### src/rtl/mem_stage.sv
// mem_stage: pipeline memory stage, aligns/extends load data and forwards results to writeback
module mem_stage (
  input  logic        clk,
  input  logic        reset,
  input  logic        ws_allowin,
  output logic        ms_allowin,
  input  logic        es_to_ms_valid,
  input  logic [81:0] es_to_ms_bus,
  input  logic [31:0] data_sram_rdata,
  output logic        ms_to_ws_valid,
  output logic [72:0] ms_to_ws_bus,
  output logic [5:0]  stall_ms_bus,
  output logic [32:0] forward_ms_bus
);
  logic        ms_valid;
  logic        ms_first;
  logic [81:0] ms_bus;
  logic [31:0] hold;
  logic        accept;
  logic        res_from_mem;
  logic [6:0]  ld;
  logic [4:0]  dest;
  logic [31:0] alu_result;
  logic [31:0] pc;
  logic [1:0]  a;
  logic [31:0] w;
  logic [31:0] shr;
  logic [7:0]  byte_v;
  logic [15:0] half_v;
  logic        onehot;
  logic [31:0] ld_res;
  logic [3:0]  ld_strb;
  logic [31:0] ms_final_result;
  logic [3:0]  rf_strb;

  assign accept         = es_to_ms_valid && ms_allowin;
  assign ms_allowin     = !ms_valid || ws_allowin;
  assign ms_to_ws_valid = ms_valid;
  assign {res_from_mem, ld} = ms_bus[81:74];
  assign dest           = ms_bus[68:64];
  assign alu_result     = ms_bus[63:32];
  assign pc             = ms_bus[31:0];
  assign a              = alu_result[1:0];

  // valid bit and first-cycle flag; sram data is only live the cycle after acceptance
  always_ff @(posedge clk or posedge reset) begin
    if (reset) begin
      ms_valid <= 1'b0;
      ms_first <= 1'b0;
    end else begin
      if (ms_allowin) ms_valid <= es_to_ms_valid;
      ms_first <= accept;
    end
  end

  // instruction payload register
  always_ff @(posedge clk or posedge reset) begin
    if (reset) ms_bus <= '0;
    else if (accept) ms_bus <= es_to_ms_bus;
  end

  // keep sram data alive when writeback stalls during the first cycle
  always_ff @(posedge clk or posedge reset) begin
    if (reset) hold <= '0;
    else if (ms_first && ms_valid && !ws_allowin) hold <= data_sram_rdata;
  end

  // load alignment, extension and register write strobes
  always_comb begin
    w       = ms_first ? data_sram_rdata : hold;
    shr     = w >> {a, 3'b000};
    byte_v  = shr[7:0];
    half_v  = a[1] ? w[31:16] : w[15:0];
    onehot  = (ld != 7'd0) && ((ld & (ld - 7'd1)) == 7'd0);
    ld_res  = !onehot ? w :
              ld[6]   ? {{24{byte_v[7]}}, byte_v} :
              ld[5]   ? {24'd0, byte_v} :
              ld[4]   ? {{16{half_v[15]}}, half_v} :
              ld[3]   ? {16'd0, half_v} :
              ld[1]   ? w << {~a, 3'b000} :
              ld[0]   ? shr : w;
    ld_strb = !onehot ? 4'hf :
              ld[1]   ? 4'hf << ~a :
              ld[0]   ? 4'hf >> a : 4'hf;
    ms_final_result = res_from_mem ? ld_res : alu_result;
    rf_strb         = res_from_mem ? ld_strb : 4'hf;
  end

  assign ms_to_ws_bus   = {rf_strb, dest, ms_final_result, pc};
  assign stall_ms_bus   = {ms_valid && (dest != 5'd0), dest};
  assign forward_ms_bus = {ms_valid && (rf_strb == 4'hf), ms_final_result};
endmodule

### config.mk
export PLATFORM = sky130hd
export DESIGN_NAME = mem_stage
export DESIGN_NICKNAME = d
export VERILOG_FILES = /design/src/rtl/mem_stage.sv
export SDC_FILE = /design/constraint.sdc
export NUM_CORES = 1
export LEC_CHECK = 0
export ABC_CLOCK_PERIOD_IN_PS = 5400
export BUFFER_PORTS_ARGS = -buffer_cell sky130_fd_sc_hd__buf_2
export CAP_MARGIN = 20
export CORE_MARGIN = 2
export CORE_UTILIZATION = 58
export CTS_BUF_LIST = sky130_fd_sc_hd__clkbuf_8
export CTS_CLUSTER_DIAMETER = 120
export DETAILED_ROUTE_END_ITERATION = 12
export PLACE_DENSITY_LB_ADDON = 0.2
export SYNTH_ARGS = -nofsm -noshare
export SYNTH_HDL_FRONTEND = slang
export SYNTH_SLANG_ARGS = --single-unit
### constraint.sdc
create_clock -name clk -period 5.4 [get_ports clk]
set_clock_uncertainty 0.1 [all_clocks]
set_input_delay 0 -clock clk [delete_from_list [all_inputs] [get_ports clk]]
set_output_delay 0 -clock clk [all_outputs]
set_load 0.05 [all_outputs]
Word-level counts from Yosys, hierarchy flattened
Cells that the tools add are included.

Word-level logic and storage cells: 38. Output and inout bits: 114. Bits of input ports: 118. Register bits after elaboration: 116.

Reductions and logical operators: 12. Bitwise logic cells: 2. Muxes and demuxes: 14. Eq/ne operators: 1. $add $sub $neg: 1. Shift-type cells: 4.

Operators with widths (number): $mux 32 (9); $shl 32x5->32 (1); $shr 32x5->32 (1); $mux 16 (1); $mux 4 (4); $and 7x7->7 (1); $logic_not 7->1 (1); $reduce_bool 7->1 (1); $sub 7x1->7 const B (1); $logic_and 1x1->1 (6); $reduce_bool 5->1 (1); $eq 4x4->1 const B (1); $shl 4x2->4 const A (1); $shr 4x2->4 const A (1); $logic_not 1->1 (2); $not 2->2 (1); $logic_or 1x1->1 (1).

Longest topological paths before layout
Gate-level depths: netlist of the first run.

Depth after elaboration: 10. Depth in mapped cells: 10. Depth with buffers taken out: 5.

Least setup slack after synthesis of the first run
No wires, ideal clock.

Path kind: reg2out. Start point: register ms_bus[32]. End point: output port ms_to_ws_bus[56]. Buffers on the path: 3. Arrival: 3.145 ns. Setup slack: 2.155 ns. Stages on the path, launching flop included: 8. Data required time: 5.300 ns. Cell sequence: dfrtp_1 -> buf_2 -> or2_2 -> clkbuf_1 -> a2111oi_1 -> a2111oi_0 -> o22ai_1 -> buf_4.

Cells in the longest elaborated chain, start to end: 9. Elaborated cells between the ends (all ways): 11.

Ends and longest elaborated chain: start: declaration (RTL line 17) `logic [81:0] ms_bus;`; start signal: assignment (RTL line 59) `else if (accept) ms_bus <= es_to_ms_bus;`; $shr 32x5->32 / $not 2->2 (equally long branches) (RTL line 71, 80); $mux 32 / $shl 32x5->32 (equally long branches) (RTL line 81, 80); $mux 32 (RTL line 80) `ld[1] ? w << {~a, 3'b000} :`; $mux 32 (RTL line 79) `ld[3] ? {16'd0, half_v} :`; $mux 32 (RTL line 78) `ld[4] ? {{16{half_v[15]}}, half_v} :`; $mux 32 (RTL line 77) `ld[5] ? {24'd0, byte_v} :`; $mux 32 (*) (RTL line 76) `ld[6] ? {{24{byte_v[7]}}, byte_v} :`; $mux 32 (*) (RTL line 75) `ld_res = !onehot ? w :`; $mux 32 (*) (RTL line 85) `ms_final_result = res_from_mem ? ld_res : alu_result;`; end: declaration (RTL line 11) `output logic [72:0] ms_to_ws_bus,`.

Every way passes the cells marked *; elsewhere a longest branch is shown, timed or not.

Worst setup path after layout of the first run
Start point: register ms_bus[75]. End point: output port ms_to_ws_bus[55].

Cells in the longest elaborated chain, start to end: 7. Elaborated cells between the ends (all ways): 12.

Ends and longest elaborated chain (RTL line): parallel branches: the longest is 5 deep, another holds $sub 7x1->7; $mux 32 (*) (75); $mux 32 (*) (85).

Every way passes the cells marked *.

==> impl_metrics.yaml, run 1 <==
timing:
  slew_headroom_pct: 41.56
  post-route-min-period_ns: 3.508
  hold_viol: 0
  drv_slew: 0
  fmax_mhz: 285.1
  rsz0062_at_grt: "false"
  tightest_slew_ns: 0.8766
  post-route-period-util_pct: 64.96
  setup_viol: 0
  fin_setup_tns_ns: 0
finish:
  layout_common_cells: "buf_2 (226), mux2_2 (116), dlygate4sd3_1 (112)"
  final_common_cell: "buf_2"
  fin_nets: 1077
  layout-drive-gt1-share_pct: 40.98
  area_delta_synth_final_pct: 27.28
  fin_cells: 1133
logic_synthesis:
  synth_edf_count: 0
  synth-seq-cells: 111
  syn-num-nets: 847
  ys.flop_type: "dfrtp_1"
  ys_seq_area_share_pct: 38.06
  netlist-cell-type-count: 49
  ys_warn_count: 0
  synthCells: 729
  synthArstFlopShare_pct: 100.0
  syn-cell-area_mm2: 0.007298
  postSynthAreaPerCell_um2: 10.01
placement:
  dp_hpwl_mm: 15.68
  gp_congestion: 0.9053
  portBuffers: 226
  place_inst: 1002
routing:
  drc: 0
  dr_wl_met3_mm: 1.708
  ant_nets: 0
  num_vias: 6811
  wl_met1_mm: 9.271
  viasPerCell: 6.011
  wl_per_cell_um: 21.68
  dr.pass1.iters: 7
  first_iter_violations: 505
  wl_met2_mm: 12.45
  drt-total-wl_mm: 24.56
  routed.top_layer: "met4"
floorplan:
  start_util_pct: 60.01
  die_h_um: 116.2
  die_x_um: 116.2
  rows: 40
  ios: 232
  core_area_mm2: 0.01216
  die-area_mm2: 0.01350
clocking:
  cts.htree.levels: 3
  cts_sinks: 111
  cts_buffers: 9
  clk_latency_ns: 0.39
  cts_root_buf: "clkbuf_8"
  clk_pin_slew_ns: 0.10
  clock_path_buffers: 2
  tritoncts: "built"
  cts_setup_buffers: 0
setup_path:
  critPathTopFamily: "compound AO/OA/AOI/OAI gates"
  worst_path_max_delay_cell: "a31o_2"
  ff2ff_setup_slack_ns: 3.50
  max_stage_delay_ns: 0.70
  rr_startpoint: "ms_to_ws_valid"
  r2r_end: "ms_bus[48]"
  cp_num_buf_inv: 1
  crit_chain: "nor3_1 > mux2i_1 > a31o_2 > nor2_1 > a21oi_1 > buf_2"
  arrival_ns: 3.41
  ff2ff_path_depth: 4
  critical_path_class: "reg -> out"
  cp-start-kind: "flop"
  crit_path_max_fanout: 32
  worst-endpoint-required_ns: 5.30
  end_kind: "primary output"
grt:
  grt_pass1_wl_mm: 37.63
  antenna_found_initial: 0
  grt_pass1_vias: 6936
  grt_max_degree: 70
  grt-ovfl-total: 0
  grt_use_total_pct: 36.93
status:
  outcome: "finished, final reports clean"
power_and_ir_drop:
  internal-power_w: 0.001695
  power_density_mw_per_mm2: 358.4
  clkPwrFrac_pct: 14.8
  p_switching_w: 0.001634
  swShare_pct: 49.07
  peakVddDrop_v: 0.0002840
  power_leakage_nw: 4.093
  p_seq_share_pct: 32.3
  p_comb_share_pct: 52.9
worst_hold_path:
  min_to: "ms_first"
  hold_start: "ws_allowin"
  hold_path.class: "in -> reg"
  whs_path_depth: 4
job:
  maxCapViolations: 0
layer usage:
layer,vias up,global-route usage (%)
li1,3062,-
met1,3281,44.39
met2,384,64.41
met3,84,6.487
met4,0,18.10
met5,-,0
cells by family (layout without fill, tap and decap cells):
family,after synthesis,after routing,share of synthesized area [%]
flip-flops,111,111,38.06
buffers and inverters,157,392,12.12
multiplexers,153,153,25.72
AND/OR/NAND/NOR,132,132,8.469
adder cells (fa/ha/maj),1,1,0.1372
AO/OA/AOI/OAI,175,175,15.50
other,0,1,0
power groups by stage:
stage | Combinational (W) | Clock [W] | Sequential, W
4_1_cts | 0.00172 | 0.000491 | 0.00107
3_5_place_dp | 0.00165 | 0 | 0.00108
5_1_grt | 0.00184 | 0.000526 | 0.00109
6_report | 0.00176 | 0.000492 | 0.00108
3_3_place_gp | 0.00163 | 0 | 0.00107
2_1_floorplan | 0.00142 | 0 | 0.00104
cell usage after synthesis (all sizes together), types with 7 or more instances:
cell	n	area, µm²
a2111oi	7	62.56
a21oi	23	115.1
a211oi	10	75.07
buf	89	629.3
nor4	9	56.30
a31oi	9	56.30
mux2i	21	210.2
clkbuf	44	165.2
o2bb2ai	7	61.31
nand2	46	172.7
nor3	10	50.05
o211ai	8	60.06
nand2b	9	56.30
mux2	116	1306
inv	22	82.58
o22ai	25	156.4
dfrtp	111	2778
nand3	15	75.07
mux4	16	360.4
o21ai	58	290.3
nor2	28	105.1
cell type report:
cell class | instances | area, µm²
flip-flops and latches | 111 | 2779
repair buffers | 352 | 2377
fillers | 816 | 2873
inverters | 24 | 92.59
multi-input cells | 461 | 3645
diodes | 1 | 2.502
clock buffers | 10 | 137.6
well taps | 168 | 210.2
clock inverters | 6 | 45.04
worst reg2reg max path, delay by kind of cell, from the launching register on:
family                 cells  cell delay (ns)
AND/OR/NAND/NOR            2             0.22
buffers and inverters      1             0.56
multiplexers               1             0.45
flip-flops                 1             0.46
how the worst max path moves through the flow:
stage	startpoint	slack, ns	cells past startpoint	end
floorplan	ms_bus[32]	2.16	7	ms_to_ws_bus[56]
global placement	ms_first	2.40	7	forward_ms_bus[29]
detailed placement	ms_first	2.36	7	ms_to_ws_bus[53]
CTS	ms_first	1.93	7	ms_to_ws_bus[53]
global route	ms_first	1.66	7	forward_ms_bus[28]
finish	ms_bus[75]	1.89	6	ms_to_ws_bus[55]
what timing repair did:
item	in CTS	in global routing
endpoints found under the hold margin	152	0
gates resized for setup	0	0
hold buffers	112	0
flip-flops by register name, summed over array words and instances (netlist names):
| signal | flops |
|---|---|
| ms_first | 1 |
| hold | 32 |
| ms_to_ws_valid | 1 |
| ms_bus | 77 |
per-stage QoR:
step | power (W) | area (µm²) | worst slack [ns] | hold slack, ns | utilization, %
final | 0.003329 | 9289 | 1.892 | 0.05154 | 76.38
after global routing | 0.003462 | 9286 | 1.656 | 0.08966 | 76.36
after CTS | 0.003277 | 9251 | 1.931 | 0.1165 | 76.07
after detailed placement | 0.002736 | 7948 | 2.365 | -0.006773 | 65.35
after global placement | 0.002698 | 7948 | 2.396 | -0.02220 | 65.35
after floorplan | 0.002462 | 7298 | 2.155 | 0.008370 | -
(Power assumes the default switching activity.)
==> inputs of run 2 (changes only) <==
--- a/config.mk
+++ b/config.mk
@@ -5,11 +5,11 @@
 export SDC_FILE = /design/constraint.sdc
 export NUM_CORES = 1
 export LEC_CHECK = 0
-export ABC_CLOCK_PERIOD_IN_PS = 5400
+export ABC_CLOCK_PERIOD_IN_PS = 3600
 export BUFFER_PORTS_ARGS = -buffer_cell sky130_fd_sc_hd__buf_2
 export CAP_MARGIN = 20
 export CORE_MARGIN = 2
-export CORE_UTILIZATION = 58
+export CORE_UTILIZATION = 53
 export CTS_BUF_LIST = sky130_fd_sc_hd__clkbuf_8
 export CTS_CLUSTER_DIAMETER = 120
 export DETAILED_ROUTE_END_ITERATION = 12
==> constraint.sdc (replaced) <==
create_clock -name clk -period 3.6 [get_ports clk]
set_clock_uncertainty 0.1 [all_clocks]
set_input_delay 0 -clock clk [delete_from_list [all_inputs] [get_ports clk]]
set_output_delay 0 -clock clk [all_outputs]
set_load 0.05 [all_outputs]
==> run 2 against run 1 <==
  * Critical path depth is the same
  * Critical path type unchanged
  * Clock power increased by 75%
  * Via count decreased by 2.6%
  * Largest power group unchanged
  * Critical endpoint is now ms_to_ws_bus[59]
==> impl_metrics.yaml, run 2 (synthesis results as in run 1) <==
finish:
  largestRegisters: "ms_bus x77, hold x32"
  nFillCells: 978
  final_common_cell: "buf_2"
  fin_nets: 1082
  layout-drive-gt1-share_pct: 41.38
  n_antenna_cell: 0
  seq_area_mm2: 0.002779
  regMostFlops: "ms_bus"
  layout_common_cells: "buf_2 (226), mux2_2 (116), dlygate4sd3_1 (112)"
  largest_reg_flops: 77
  final_area_mm2: 0.009383
  area_delta_synth_final_pct: 28.56
  multi_input_area_mm2: 0.003645
setup_path:
  crit_chain: "mux4_2 > mux2_2 > a32o_1 > or4_1 > a22o_1 > buf_2"
  end_kind: "primary output"
  worst-endpoint-required_ns: 3.50
  r2r_end: "ms_bus[12]"
  cp-start-kind: "flop"
  rr_startpoint: "ms_to_ws_valid"
  critPathLaunch: "ms_first"
  critical_path_class: "reg -> out"
  ff2ff_setup_slack_ns: 1.43
  max_stage_delay_ns: 0.60
  crit_path_max_fanout: 13
  worst_path_max_delay_cell: "mux4_2"
  ff2ff_path_depth: 4
  arrival_ns: 3.29
grt:
  met2_usage_pct: 57.09
  busiest_layer: "met2"
  grt_pass1_vias: 6859
  grt_max_degree: 81
  use_met3_pct: 4.417
  grtUsageMet1_pct: 41.07
  grt_pass1_wl_mm: 36.92
  antenna_found_initial: 0
  grt-ovfl-total: 0
  grt_use_total_pct: 32.80
timing:
  fin_setup_tns_ns: 0
  hold_viol: 0
  slew_headroom_pct: 48.74
  setup_viol: 0
  fmax_mhz: 294.8
  rsz0062_at_grt: "false"
  drv_slew: 0
  tightest_slew_ns: 0.7673
  post-route-min-period_ns: 3.392
  post-route-period-util_pct: 94.23
  fin_ws_ns: 0.2078
routing:
  viasPerCell: 5.792
  drc: 0
  drt-total-wl_mm: 23.90
  ant_nets: 0
  dr.pass1.iters: 5
  wl_per_cell_um: 20.87
  first_iter_violations: 600
  num_vias: 6632
placement:
  placed_area_mm2: 0.008015
  gp_congestion: 0.9248
  pre_cts_ws_ns: 0.6632
  dp_hpwl_mm: 16.14
  portBuffers: 226
clocking:
  cts.htree.levels: 3
  clk_pin_slew_ns: 0.11
  clock_path_buffers: 2
  cts_sinks: 111
  clk_latency_ns: 0.38
  cts_setup_buffers: 0
  post_cts_resized: 0
  cts_buffers: 9
  tritoncts: "built"
  cts_root_buf: "clkbuf_8"
floorplan:
  rows: 42
  ios: 232
  die_h_um: 121.3
  core_area_mm2: 0.01335
  die_x_um: 121.3
  start_util_pct: 54.68
  die-area_mm2: 0.01472
status:
  outcome: "finished, final reports clean"
worst_hold_path:
  hold_path.class: "in -> async"
job:
  maxCapViolations: 0
power_and_ir_drop:
  power_density_mw_per_mm2: 542.6
  peakVddDrop_v: 0.0003876
  power_leakage_nw: 4.139
==> run 2: cell count changes in the layout (fill, tap and decap cells not counted), sizes merged <==
cell and delta:
buf +5, inv -1, clkinvlp -1, clkbuf -1, bufinv +2, clkinv +1
diode -1
==> run 2: area by class of cell <==
type	instances	area share, %
tap	176	2.347
inverter	24	0.9868
sequential	111	29.62
timing repair buffer	357	25.79
clock buffer	9	1.320
clock inverter	7	1.093
multi-input combinational	461	38.85
==> run 2: critical path, delay by kind of cell (launching register included) <==
kind	cells	cell delay (ns)
AO/OA/AOI/OAI	2	0.62
multiplexers	2	0.92
flip-flops	1	0.56
buffers and inverters	1	0.22
AND/OR/NAND/NOR	1	0.59
==> run 2: timing repair <==
action                     in CTS  in global routing
setup endpoints to repair       0                  0
hold buffers                  112                  0
hold endpoints to repair      188                  0
==> run 2: power breakdown <==
group          total (W)  switching [W]  internal, W
sequential       0.00160       0.000151      0.00145
clock           0.000860       0.000459     0.000401
combinational    0.00263        0.00181     0.000820
total            0.00509        0.00242      0.00267
==> run 2: how the worst max path moves through the flow <==
stage | to | slack (ns) | cells past startpoint
3_3_place_gp | ms_to_ws_bus[59] | 0.71 | 6
5_1_grt | forward_ms_bus[24] | 0.08 | 6
4_1_cts | ms_to_ws_bus[59] | 0.22 | 6
6_report | ms_to_ws_bus[59] | 0.21 | 6
3_5_place_dp | ms_to_ws_bus[59] | 0.66 | 6
2_1_floorplan | ms_to_ws_bus[56] | 0.36 | 7
==> run 2: through the flow <==
step / instances / util [%] / power, W / hold slack, ns
2_1_floorplan: 729 / - / 0.003692 / 0.008370
3_3_place_gp: 1016 / 60.05 / 0.004073 / 0.1042
3_5_place_dp: 1016 / 60.05 / 0.004113 / 0.1095
4_1_cts: 1144 / 70.14 / 0.005065 / 0.2309
5_1_grt: 1145 / 70.29 / 0.005323 / 0.1353
6_report: 1145 / 70.29 / 0.005091 / 0.09546
==> run 2: routing by layer <==
metal  share of wire [%]  wire length, µm
met3                 6.4             1523
met2                  50            11930
met5                   0                0
met4                 3.3              793
met1                  40             9660
==> inputs of run 3 (changes only) <==
--- a/config.mk
+++ b/config.mk
@@ -8,8 +8,7 @@
 export ABC_CLOCK_PERIOD_IN_PS = 3600
 export BUFFER_PORTS_ARGS = -buffer_cell sky130_fd_sc_hd__buf_2
 export CAP_MARGIN = 20
-export CORE_MARGIN = 2
-export CORE_UTILIZATION = 53
+export CORE_UTILIZATION = 50
 export CTS_BUF_LIST = sky130_fd_sc_hd__clkbuf_8
 export CTS_CLUSTER_DIAMETER = 120
 export DETAILED_ROUTE_END_ITERATION = 12
==> run 3 against run 2 <==
  * Core utilization fell by 3.4 points
  * Total power is 0.64% lower
  * Sequential share of layout area about the same
  * Clock-buffer cell count did not move
  * Routed wire length decreased by 1.6%
  * Critical endpoint is now forward_ms_bus[9]
  * Global-route usage is 0.56 points lower
  * Largest cell class unchanged
  * Critical path type unchanged
  * Clock power down 4.1%
  * Final area about the same
==> impl_metrics.yaml, run 3 (synthesis results as in run 1) <==
grt:
  grt_pass1_vias: 6696
  grt_max_degree: 57
  grt_use_total_pct: 32.25
  grt_pass1_wl_mm: 36.38
  antenna_found_initial: 0
  grt-ovfl-total: 0
finish:
  regMostFlops: "ms_bus"
  area_delta_synth_final_pct: 28.65
  n_antenna_cell: 0
  largestRegisters: "ms_bus x77, hold x32"
  layout-drive-gt1-share_pct: 41.62
  final_util_pct: 66.86
  largest_reg_flops: 77
  layout_common_cells: "buf_2 (226), mux2_2 (116), dlygate4sd3_1 (112)"
  final_area_mm2: 0.009389
  final_common_cell: "buf_2"
  fin_nets: 1086
clocking:
  cts_root_buf: "clkbuf_8"
  cts_buffers: 9
  clock_path_buffers: 2
  clk_latency_ns: 0.42
  tritoncts: "built"
  cts_setup_buffers: 0
  clk_pin_slew_ns: 0.13
  cts_sinks: 111
  cts.htree.levels: 3
timing:
  tightest_slew_ns: 0.7728
  rsz0062_at_grt: "false"
  slew_headroom_pct: 48.48
  hold_viol: 0
  setup_viol: 0
  hold_ws_ns: 0.1270
  fin_setup_tns_ns: 0
  fmax_mhz: 293.1
  drv_slew: 0
  post-route-min-period_ns: 3.412
  post-route-period-util_pct: 94.77
placement:
  dp_hpwl_mm: 16.00
  portBuffers: 226
  placed_area_mm2: 0.008045
  gp_congestion: 0.9245
floorplan:
  die-area_mm2: 0.01508
  die_x_um: 122.8
  ios: 232
  start_util_pct: 51.97
  core_area_mm2: 0.01404
  rows: 43
  die_h_um: 122.8
job:
  maxCapViolations: 0
routing:
  drc: 0
  drt-total-wl_mm: 23.52
  dr.pass1.iters: 5
  wl_per_cell_um: 20.40
  first_iter_violations: 659
  num_vias: 6751
  ant_nets: 0
  viasPerCell: 5.855
setup_path:
  worst-endpoint-required_ns: 3.50
  crit_path_max_fanout: 8
  cp-start-kind: "flop"
  end_kind: "primary output"
  critical_path_class: "reg -> out"
  arrival_ns: 3.31
worst_hold_path:
  hold_path.class: "in -> async"
power_and_ir_drop:
  power_leakage_nw: 4.140
  finalPower_w: 0.005058
  peakVddDrop_v: 0.0004835
  power_density_mw_per_mm2: 538.7
status:
  outcome: "finished, final reports clean"
## run 3: changes by cell type in the layout (fill, tap and decap cells not counted), sizes merged
| cell | change |
|---|---|
| bufinv | -2 |
| clkinvlp | +1 |
| buf | +4 |
| inv | +1 |
## run 3: worst paths after layout
check                            startpoint           endpoint  slack (ns)  cells past startpoint
max in group asynchronous             reset         ms_bus[61]        2.36                      4
max                                ms_first  forward_ms_bus[9]        0.19                      6
min in group clk           es_to_ms_bus[36]         ms_bus[36]        0.22                      4
min                                   reset         ms_bus[27]        0.13                      3
min reg2reg                      ms_bus[25]         ms_bus[25]        0.42                      1
max reg2reg                  ms_to_ws_valid         ms_bus[20]        1.49                      4
## run 3: timing repair
item / in CTS / in global routing
endpoints found under the hold margin: 160 / 0
hold buffers: 112 / 0
endpoints found under the setup margin: 0 / 2
resized for setup: 0 / 1
## run 3: power breakdown
part | internal, W | leakage [nW] | switching, W
logic | 0.000824 | 2.72 | 0.00182
registers | 0.00145 | 1.31 | 0.000134
clock network | 0.000288 | 0.105 | 0.000536
## run 3: per-layer routing
metal / routed length [µm] / GRT usage, % / share of wire, %
met3: 1738 / 6.552 / 7.4
met4: 937 / 15.85 / 4.0
met2: 11500 / 54.11 / 49
met5: 0 / 0 / 0
met1: 9342 / 39.39 / 40
## run 3: layout make-up
cell class,instances,area [µm²]
Sequential cell,111,2779
Clock inverter,7,95.09
Fill cell,1097,4653
Timing Repair Buffer,361,2429
Inverter,24,92.59
Multi-Input combinational cell,461,3645
Tap cell,180,225.2
Clock buffer,9,123.9
## run 3: critical path, cell delays in order (launching register included)
cell and delay [ns]:
dfrtp_2 0.46, mux4_2 0.59, mux2_2 0.33, and2_1 0.32, nor4_1 0.68, o22ai_1 0.24
buf_2 0.27
## run 3: stage by stage
stage / std cells / worst slack [ns]
final: 1153 / 0.1883
after global routing: 1153 / 0.1305
after CTS: 1153 / 0.1855
after detailed placement: 1025 / 0.6635
after global placement: 1025 / 0.7130
after floorplan: 729 / 0.3553
